**src/rtl/coco2_pkg.sv**
```systemverilog
// coco2_pkg: constants and types shared by the CoCo2 cassette blocks
// (record path tape_capture and the playback cassette block).
//   Q_HZ            6809 Q tick rate the period thresholds are expressed in
//   tape_state_t    SDRAM write FSM states
//   period_t        11-bit period measured in Q ticks
//   *_DEF           default FSK period thresholds
package coco2_pkg;

    localparam int unsigned Q_HZ = 894886;

    typedef enum logic {
        IDLE,
        WAIT
    } tape_state_t;

    typedef logic [10:0] period_t;

    localparam period_t PERIOD_SAT  = 11'h7FF;
    localparam period_t THRESH_DEF  = 11'd560;
    localparam period_t MIN_PER_DEF = 11'd100;
    localparam period_t MAX_PER_DEF = 11'd1500;

endpackage

```
**src/rtl/tape_fifo.sv**
```systemverilog
// tape_fifo: synchronous byte FIFO with registered read port.
//   clk, reset (sync, active-low), flush (sync clear of pointers/count)
//   push/din   write side; a push while full is accepted only with a pop
//   pop/dout   read side; dout updates on the clock after pop
//   full, empty, count   occupancy status
module tape_fifo #(
    parameter  int unsigned DEPTH = 16,
    localparam int unsigned AW    = $clog2(DEPTH)
) (
    input  logic          clk,
    input  logic          reset,
    input  logic          flush,
    input  logic          push,
    input  logic [7:0]    din,
    input  logic          pop,
    output logic [7:0]    dout,
    output logic          full,
    output logic          empty,
    output logic [AW:0]   count
);

    logic [7:0]    mem [DEPTH];
    logic [AW-1:0] wr_ptr;
    logic [AW-1:0] rd_ptr;
    logic          do_wr;
    logic          do_rd;

    assign full  = (count == (AW+1)'(DEPTH));
    assign empty = (count == '0);

    always_comb begin
        do_wr = push & (~full | pop) & ~flush;
        do_rd = pop & ~empty & ~flush;
    end

    always_ff @(posedge clk) begin
        if (do_wr)
            mem[wr_ptr] <= din;
    end

    always_ff @(posedge clk) begin
        if (!reset) begin
            wr_ptr <= '0;
            rd_ptr <= '0;
            count  <= '0;
            dout   <= '0;
        end else if (flush) begin
            wr_ptr <= '0;
            rd_ptr <= '0;
            count  <= '0;
        end else begin
            if (do_wr)
                wr_ptr <= wr_ptr + AW'(1);
            if (do_rd) begin
                dout   <= mem[rd_ptr];
                rd_ptr <= rd_ptr + AW'(1);
            end
            case ({do_wr, do_rd})
                2'b10:   count <= count + (AW+1)'(1);
                2'b01:   count <= count - (AW+1)'(1);
                default: count <= count;
            endcase
        end
    end

endmodule

```
**src/rtl/tape_capture.sv**
```systemverilog
// tape_capture: cassette record path. Decodes 1200/2400 Hz FSK from the
// cassette output bit while the motor relay is on, assembles LSB-first
// bytes and writes them sequentially to SDRAM through tape_fifo.
//   clk, reset (sync, active-low), q_en (Q-rate tick)
//   cas_in (async level), en (motor relay), rec_clear (restart pulse)
//   sdram_addr/sdram_din/sdram_we/sdram_ack   write handshake
//   byte_count, overflow (sticky), busy
// Optional: define TAPE_CAPTURE_DEBUG_EN to add dbg_period / dbg_bits.
module tape_capture
    import coco2_pkg::*;
#(
    parameter logic [24:0] BASE_ADDR  = 25'h0100000,
    parameter logic [24:0] LIMIT      = 25'h0200000,
    parameter period_t     THRESH     = THRESH_DEF,
    parameter period_t     MIN_PER    = MIN_PER_DEF,
    parameter period_t     MAX_PER    = MAX_PER_DEF,
    parameter int unsigned FIFO_DEPTH = 16
) (
    input  logic        clk,
    input  logic        reset,
    input  logic        q_en,
    input  logic        cas_in,
    input  logic        en,
    input  logic        rec_clear,
    output logic [24:0] sdram_addr,
    output logic [7:0]  sdram_din,
    output logic        sdram_we,
    input  logic        sdram_ack,
    output logic [24:0] byte_count,
    output logic        overflow,
`ifdef TAPE_CAPTURE_DEBUG_EN
    output logic [10:0] dbg_period,
    output logic [2:0]  dbg_bits,
`endif
    output logic        busy
);

    localparam int unsigned FAW = $clog2(FIFO_DEPTH);

    logic        cas_s1, cas_s2, cas_s3;
    logic        rise;
    period_t     per_cnt;
    logic        armed;
    logic [2:0]  bit_cnt;
    logic [7:0]  shreg;

    logic        edge_arm, edge_gap, edge_bit;
    logic        bit_val, byte_done;
    logic [7:0]  new_byte;

    logic        fifo_push, fifo_pop, fifo_flush;
    logic        fifo_full, fifo_empty;
    logic [FAW:0] fifo_count;
    logic        drop;

    tape_state_t state, next_state;
    logic        ack_take;

    assign rise = cas_s2 & ~cas_s3;

    // Edge classification; glitch edges fall through all three and are ignored.
    always_comb begin
        edge_arm  = en & rise & ~armed;
        edge_gap  = en & rise & armed & (per_cnt >= MAX_PER);
        edge_bit  = en & rise & armed & (per_cnt >= MIN_PER) & (per_cnt < MAX_PER);
        bit_val   = (per_cnt < THRESH);
        byte_done = edge_bit & (bit_cnt == 3'd7);
        new_byte  = {bit_val, shreg[7:1]};
    end

    always_ff @(posedge clk) begin
        if (!reset) begin
            cas_s1  <= 1'b0;
            cas_s2  <= 1'b0;
            cas_s3  <= 1'b0;
            per_cnt <= '0;
            armed   <= 1'b0;
            bit_cnt <= '0;
            shreg   <= '0;
        end else begin
            cas_s1 <= cas_in;
            cas_s2 <= cas_s1;
            cas_s3 <= cas_s2;
            if (!en) begin
                per_cnt <= '0;
                armed   <= 1'b0;
                bit_cnt <= '0;
            end else begin
                if (edge_arm | edge_gap | edge_bit)
                    per_cnt <= '0;
                else if (q_en && per_cnt != PERIOD_SAT)
                    per_cnt <= per_cnt + 11'd1;
                if (edge_arm)
                    armed <= 1'b1;
                if (edge_gap)
                    bit_cnt <= '0;
                else if (edge_bit) begin
                    shreg   <= new_byte;
                    bit_cnt <= bit_cnt + 3'd1;   // wraps to 0 on the 8th bit
                end
            end
            if (rec_clear)
                bit_cnt <= '0;
        end
    end

`ifdef TAPE_CAPTURE_DEBUG_EN
    always_ff @(posedge clk) begin
        if (!reset)
            dbg_period <= '0;
        else if (edge_bit)
            dbg_period <= per_cnt;
    end
    assign dbg_bits = bit_cnt;
`endif

    // While overflow is set the FIFO is held flushed, so captured bytes are discarded.
    always_comb begin
        fifo_flush = rec_clear | overflow;
        fifo_push  = byte_done & ~overflow & ~rec_clear;
        drop       = fifo_push & fifo_full & ~fifo_pop;
    end

    tape_fifo #(
        .DEPTH (FIFO_DEPTH)
    ) u_fifo (
        .clk   (clk),
        .reset (reset),
        .flush (fifo_flush),
        .push  (fifo_push),
        .din   (new_byte),
        .pop   (fifo_pop),
        .dout  (sdram_din),
        .full  (fifo_full),
        .empty (fifo_empty),
        .count (fifo_count)
    );

    always_comb begin
        next_state = state;
        fifo_pop   = 1'b0;
        ack_take   = 1'b0;
        case (state)
            IDLE: begin
                if (!fifo_empty && !overflow) begin
                    fifo_pop   = 1'b1;
                    next_state = WAIT;
                end
            end
            WAIT: begin
                if (sdram_ack) begin
                    ack_take   = 1'b1;
                    next_state = IDLE;
                end
            end
            default: next_state = IDLE;
        endcase
        if (rec_clear) begin
            fifo_pop   = 1'b0;
            ack_take   = 1'b0;
            next_state = IDLE;
        end
    end

    always_ff @(posedge clk) begin
        if (!reset)
            state <= IDLE;
        else
            state <= next_state;
    end

    // Data comes straight from the FIFO read register, which only changes on a pop (IDLE only).
    assign sdram_we = (state == WAIT);

    always_ff @(posedge clk) begin
        if (!reset) begin
            sdram_addr <= BASE_ADDR;
            byte_count <= '0;
            overflow   <= 1'b0;
            busy       <= 1'b0;
        end else if (rec_clear) begin
            sdram_addr <= BASE_ADDR;
            byte_count <= '0;
            overflow   <= 1'b0;
            busy       <= 1'b0;
        end else begin
            if (ack_take) begin
                sdram_addr <= sdram_addr + 25'd1;
                byte_count <= byte_count + 25'd1;
                if (sdram_addr + 25'd1 == LIMIT)
                    overflow <= 1'b1;
            end
            if (drop)
                overflow <= 1'b1;
            busy <= (fifo_count != '0) | (state == WAIT);
        end
    end

endmodule
```
**config.mk**
```make
export PLATFORM = sky130hd
export DESIGN_NAME = tape_capture
export DESIGN_NICKNAME = d
export VERILOG_FILES = /design/src/rtl/coco2_pkg.sv /design/src/rtl/tape_fifo.sv /design/src/rtl/tape_capture.sv
export SDC_FILE = /design/constraint.sdc
export NUM_CORES = 1
export LEC_CHECK = 0
export ABC_AREA = 1
export CORE_ASPECT_RATIO = 1.25
export CORE_UTILIZATION = 59
export DETAILED_ROUTE_END_ITERATION = 12
export MAX_ROUTING_LAYER = met4
export PLACE_DENSITY = 0.78
export SYNTH_ARGS = -nofsm -noshare
export SYNTH_HDL_FRONTEND = slang
export SYNTH_SLANG_ARGS = --single-unit
```
**constraint.sdc**
```tcl
create_clock -name clk -period 3.35 [get_ports clk]
set_clock_uncertainty 0.15 [all_clocks]
set_input_delay 0.8375 -clock clk [delete_from_list [all_inputs] [get_ports clk]]
set_output_delay 0.8375 -clock clk [all_outputs]
set_load 0.1 [all_outputs]
```
==> flow_results.xml <==
<?xml version="1.0" encoding="UTF-8"?>
<metrics>
  <group name="power">
    <metric name="cellPowerDensity" unit="nW/um^2">461</metric>
    <metric name="static-leakage-power" unit="nW">4.70</metric>
    <metric name="peak_supply_drop" unit="uV">309</metric>
  </group>
  <group name="sta">
    <metric name="setup_slack" unit="ns">0.364</metric>
    <metric name="setup-tns-final" unit="ns">0</metric>
    <metric name="worst-slew-pin-transition" unit="ns">0.985</metric>
    <metric name="max_freq" unit="GHz">0.335</metric>
    <metric name="report.final.slew_viol_count" unit="">0</metric>
    <metric name="layout_worst_path_cycle_share" unit="%">89.1</metric>
    <metric name="rsz0062_at_grt" unit="">no</metric>
    <metric name="hold_viol_final" unit="">0</metric>
    <metric name="max_slew_margin" unit="%">34.2</metric>
    <metric name="final.min_clock_period" unit="ns">2.99</metric>
    <metric name="timing.final.setup_violations" unit="">0</metric>
  </group>
  <group name="global_routing">
    <metric name="grt_start_max_net_pins" unit="">67</metric>
    <metric name="groute.usage.overall" unit="%">26.9</metric>
    <metric name="wire_length_of_the_first_global_routing_pass" unit="mm">37.0</metric>
    <metric name="grt_pass1_vias" unit="">7681</metric>
    <metric name="number_of_antenna_violations_at_the_first_check_in_global_routing" unit="">0</metric>
    <metric name="grt_remaining_overflow" unit="">0</metric>
  </group>
  <group name="synth">
    <metric name="synth-seq-area-share" unit="%">57.4</metric>
    <metric name="ys_ff_latch" unit="">227</metric>
    <metric name="synthesis.area" unit="sq um">10100</metric>
    <metric name="postSynth.topFlopCell" unit="">sky130_fd_sc_hd__edfxtp_1</metric>
    <metric name="synthesis.yosys.warnings" unit="">0</metric>
    <metric name="synth-edff-count" unit="">128</metric>
    <metric name="syn_area_per_cell" unit="sq um">9.22</metric>
    <metric name="synthDistinctLibCells" unit="">43</metric>
    <metric name="postSynthCellCount" unit="">1101</metric>
    <metric name="mappedNetlistNets" unit="">1122</metric>
    <metric name="synthArstFlopShare" unit="%">0</metric>
  </group>
  <group name="route">
    <metric name="vias_per_cell" unit="">5.61</metric>
    <metric name="drcViolationCount" unit="">0</metric>
    <metric name="postRouteAntennaNets" unit="">0</metric>
    <metric name="route.final.wire_length" unit="mm">22.8</metric>
    <metric name="first_iter_violations" unit="">583</metric>
    <metric name="wl_per_cell" unit="um">16.0</metric>
    <metric name="dr.pass1.iters" unit="">5</metric>
    <metric name="num_vias" unit="">8028</metric>
  </group>
  <group name="cells_and_area">
    <metric name="antenna-diode-count" unit="">0</metric>
    <metric name="flow.area_growth_from_synthesis" unit="%">16.6</metric>
    <metric name="layoutNonFillerInstCount" unit="">1430</metric>
    <metric name="drive_above_1_share" unit="%">15.1</metric>
    <metric name="multi_input_comb_area" unit="sq um">3710</metric>
    <metric name="seq_area" unit="sq um">5830</metric>
    <metric name="layout.filler_cells" unit="">1280</metric>
    <metric name="final_net_count" unit="">1215</metric>
  </group>
  <group name="cts">
    <metric name="clkLatencyLatePin" unit="ns">0.50</metric>
    <metric name="cts_sinks" unit="">227</metric>
    <metric name="cts_tree" unit="">done</metric>
    <metric name="cts_hold_buf" unit="">0</metric>
    <metric name="clock_tree.buffer_depth" unit="">3</metric>
    <metric name="tritoncts.num_buffers" unit="">22</metric>
    <metric name="ctsRootBufferMaster" unit="">sky130_fd_sc_hd__clkbuf_16</metric>
    <metric name="clk_pin_slew_worst_paths" unit="ns">0.06</metric>
    <metric name="ctsHtreeMaxLevel" unit="">1</metric>
  </group>
  <group name="worst_setup_path">
    <metric name="setup.worst_path.class" unit="">in -&gt; reg</metric>
    <metric name="worstPathCellList" unit="">clkdlybuf4s50_1 &gt; nand2_1 &gt; nor2_1 &gt; nand2_1 &gt; nor2_1 &gt; nand2_1 &gt; inv_2 &gt; nand3_2 &gt; ha_1 &gt; xor2_1 &gt; ha_1 &gt; inv_1 &gt; nand2_1 &gt; nand2_1 &gt; o21ai_1 &gt; a21oi_1 &gt; o21ai_0 &gt; o21ai_0 &gt; a21oi_1</metric>
    <metric name="critPathMaxFanout" unit="">2</metric>
    <metric name="critPathMostFrequentCell" unit="">sky130_fd_sc_hd__nand2_1</metric>
    <metric name="r2r.worst_path.cells" unit="">19</metric>
    <metric name="crit_slowest_cell" unit="">sky130_fd_sc_hd__clkdlybuf4s50_1</metric>
    <metric name="regToRegSetupSlack" unit="ns">0.73</metric>
    <metric name="required" unit="ns">3.59</metric>
    <metric name="startpoint_class" unit="">input pin</metric>
    <metric name="critical_path.max_stage_delay" unit="ns">0.52</metric>
    <metric name="timing.critical_path.arrival" unit="ns">3.23</metric>
    <metric name="worst_setup_path_end_kind" unit="">register</metric>
  </group>
  <group name="place">
    <metric name="port-buffer-count" unit="">67</metric>
    <metric name="gpl.final_weighted_congestion" unit="">0.910</metric>
    <metric name="dp_cells" unit="">1390</metric>
    <metric name="dp_hpwl" unit="mm">15.4</metric>
    <metric name="pre_cts_slack" unit="ns">-0.195</metric>
  </group>
  <group name="floorplanning">
    <metric name="dieHeight" unit="um">149</metric>
    <metric name="top_ports" unit="">68</metric>
    <metric name="start_util" unit="%">60.3</metric>
    <metric name="coreArea" unit="sq um">16800</metric>
    <metric name="die_area" unit="sq um">17700</metric>
    <metric name="die_w" unit="um">119</metric>
    <metric name="rows" unit="">53</metric>
  </group>
  <group name="flow_run">
    <metric name="timing.max_cap.violations" unit="">0</metric>
  </group>
  <group name="worst_hold_path">
    <metric name="hold_path_class" unit="">reg -&gt; reg</metric>
    <metric name="worst_hold_path.num_cells" unit="">2</metric>
  </group>
  <group name="run_status">
    <metric name="outcome" unit="">finished clean</metric>
  </group>
</metrics>
-- state kept, by name, indices dropped and copies added (netlist names), 3 cells and up --
name           cells
u_fifo.count       5
u_fifo.mem       128
bit_cnt            3
per_cnt           11
u_fifo.rd_ptr      4
shreg              7
u_fifo.dout        8
u_fifo.wr_ptr      4
sdram_addr        25
byte_count        25
-- cells in the mapped netlist (all sizes together) (2+ instances only) --
cell type | count | area, sq um
nor2 | 195 | 797
nand2 | 157 | 622
edfxtp | 128 | 3840
o21ai | 118 | 591
inv | 115 | 434
dfxtp | 99 | 1980
nand3 | 54 | 285
a21oi | 52 | 264
clkbuf | 27 | 101
o211ai | 27 | 203
o221ai | 21 | 184
xor2 | 17 | 149
nor3 | 15 | 96.4
buf | 14 | 68.8
ha | 14 | 175
nand4 | 12 | 81.3
o22ai | 11 | 68.8
xnor2 | 8 | 70.1
nand3b | 3 | 26.3
nor3b | 3 | 32.5
clkinv | 2 | 7.51
o21a | 2 | 15.0
or2 | 2 | 12.5
-- per-layer routing --
metal	up-vias	GRT usage [%]	wire (um)
met2	259	47.3	11700
li1	3947	-	-
met1	3773	32.0	9280
met3	49	3.34	1320
met4	0	8.63	580
met5	-	-	0
-- logic make-up (layout without fill, tap and decap cells) --
family          count (synthesis)  in the layout  synth area share (%)
buf+inv                       158            267                  6.03
xor+xnor                       25             25                  2.16
fa+ha+maj                      14             14                  1.73
flops                         227            227                  57.4
compound gates                234            234                  13.3
simple gates                  443            443                  19.4
-- report_power, final --
group	leakage [nW]	switching, mW	total [mW]	internal [mW]
clock	0.350	1.02	2.48	1.46
combinational	2.15	0.0365	0.0576	0.0211
sequential	2.20	0.00125	2.91	2.91
-- repair_timing --
action	4_1_cts	5_1_grt
gates resized for setup	0	1
buffers inserted	0	0
endpoints found under the setup margin	0	1
hold endpoints to repair	0	0
-- cell usage in the layout (no fill, tap or decap), types with 12 or more instances in the layout --
| master | instances |
|---|---|
| sky130_fd_sc_hd__o211ai_1 | 27 |
| sky130_fd_sc_hd__nor3_1 | 12 |
| sky130_fd_sc_hd__edfxtp_1 | 128 |
| sky130_fd_sc_hd__xor2_1 | 17 |
| sky130_fd_sc_hd__buf_4 | 104 |
| sky130_fd_sc_hd__nor2_1 | 179 |
| sky130_fd_sc_hd__nand3_1 | 51 |
| sky130_fd_sc_hd__ha_1 | 14 |
| sky130_fd_sc_hd__clkbuf_16 | 23 |
| sky130_fd_sc_hd__o21ai_0 | 114 |
| sky130_fd_sc_hd__nand2_1 | 148 |
| sky130_fd_sc_hd__inv_1 | 111 |
| sky130_fd_sc_hd__o221ai_1 | 21 |
| sky130_fd_sc_hd__dfxtp_1 | 98 |
| sky130_fd_sc_hd__a21oi_1 | 51 |
-- final timing paths --
| path | startpoint | to |
|---|---|---|
| setup / recovery | en | u_fifo.count[4] |
| hold / removal | cas_s1 | cas_s2 |
| setup reg to reg | per_cnt[6] | u_fifo.count[4] |
| hold reg to reg | cas_s1 | cas_s2 |
-- metrics by stage --
step	utilization [%]	cell area (sq um)	power (mW)	hold slack [ns]
after floorplan	-	10100	3.01	0.240
after global placement	65.9	11100	3.03	0.244
after detailed placement	65.9	11100	3.03	0.252
after CTS	70.3	11800	5.49	0.269
after global routing	70.3	11800	5.58	0.279
final	70.3	11800	5.45	0.268
-- area by class of cell --
cell class	count	share of cell area, %
repair buffers	110	7.10
inverters	117	3.73
clock buffers	27	5.16
clock inverters	13	1.09
well taps	220	2.33
flip-flops and latches	227	49.2
multi-input cells	716	31.4
-- critical path, delay by kind of cell --
kind / cells / cell delay, ns
AOI/OAI and AO/OA: 5 / 0.51
and+or+nand+nor: 8 / 0.66
buffers and inverters: 3 / 0.66
adders and majority gates: 2 / 0.41
xor gates and xnor gates: 1 / 0.16
Note: power is estimated with default switching activity, not from simulation.
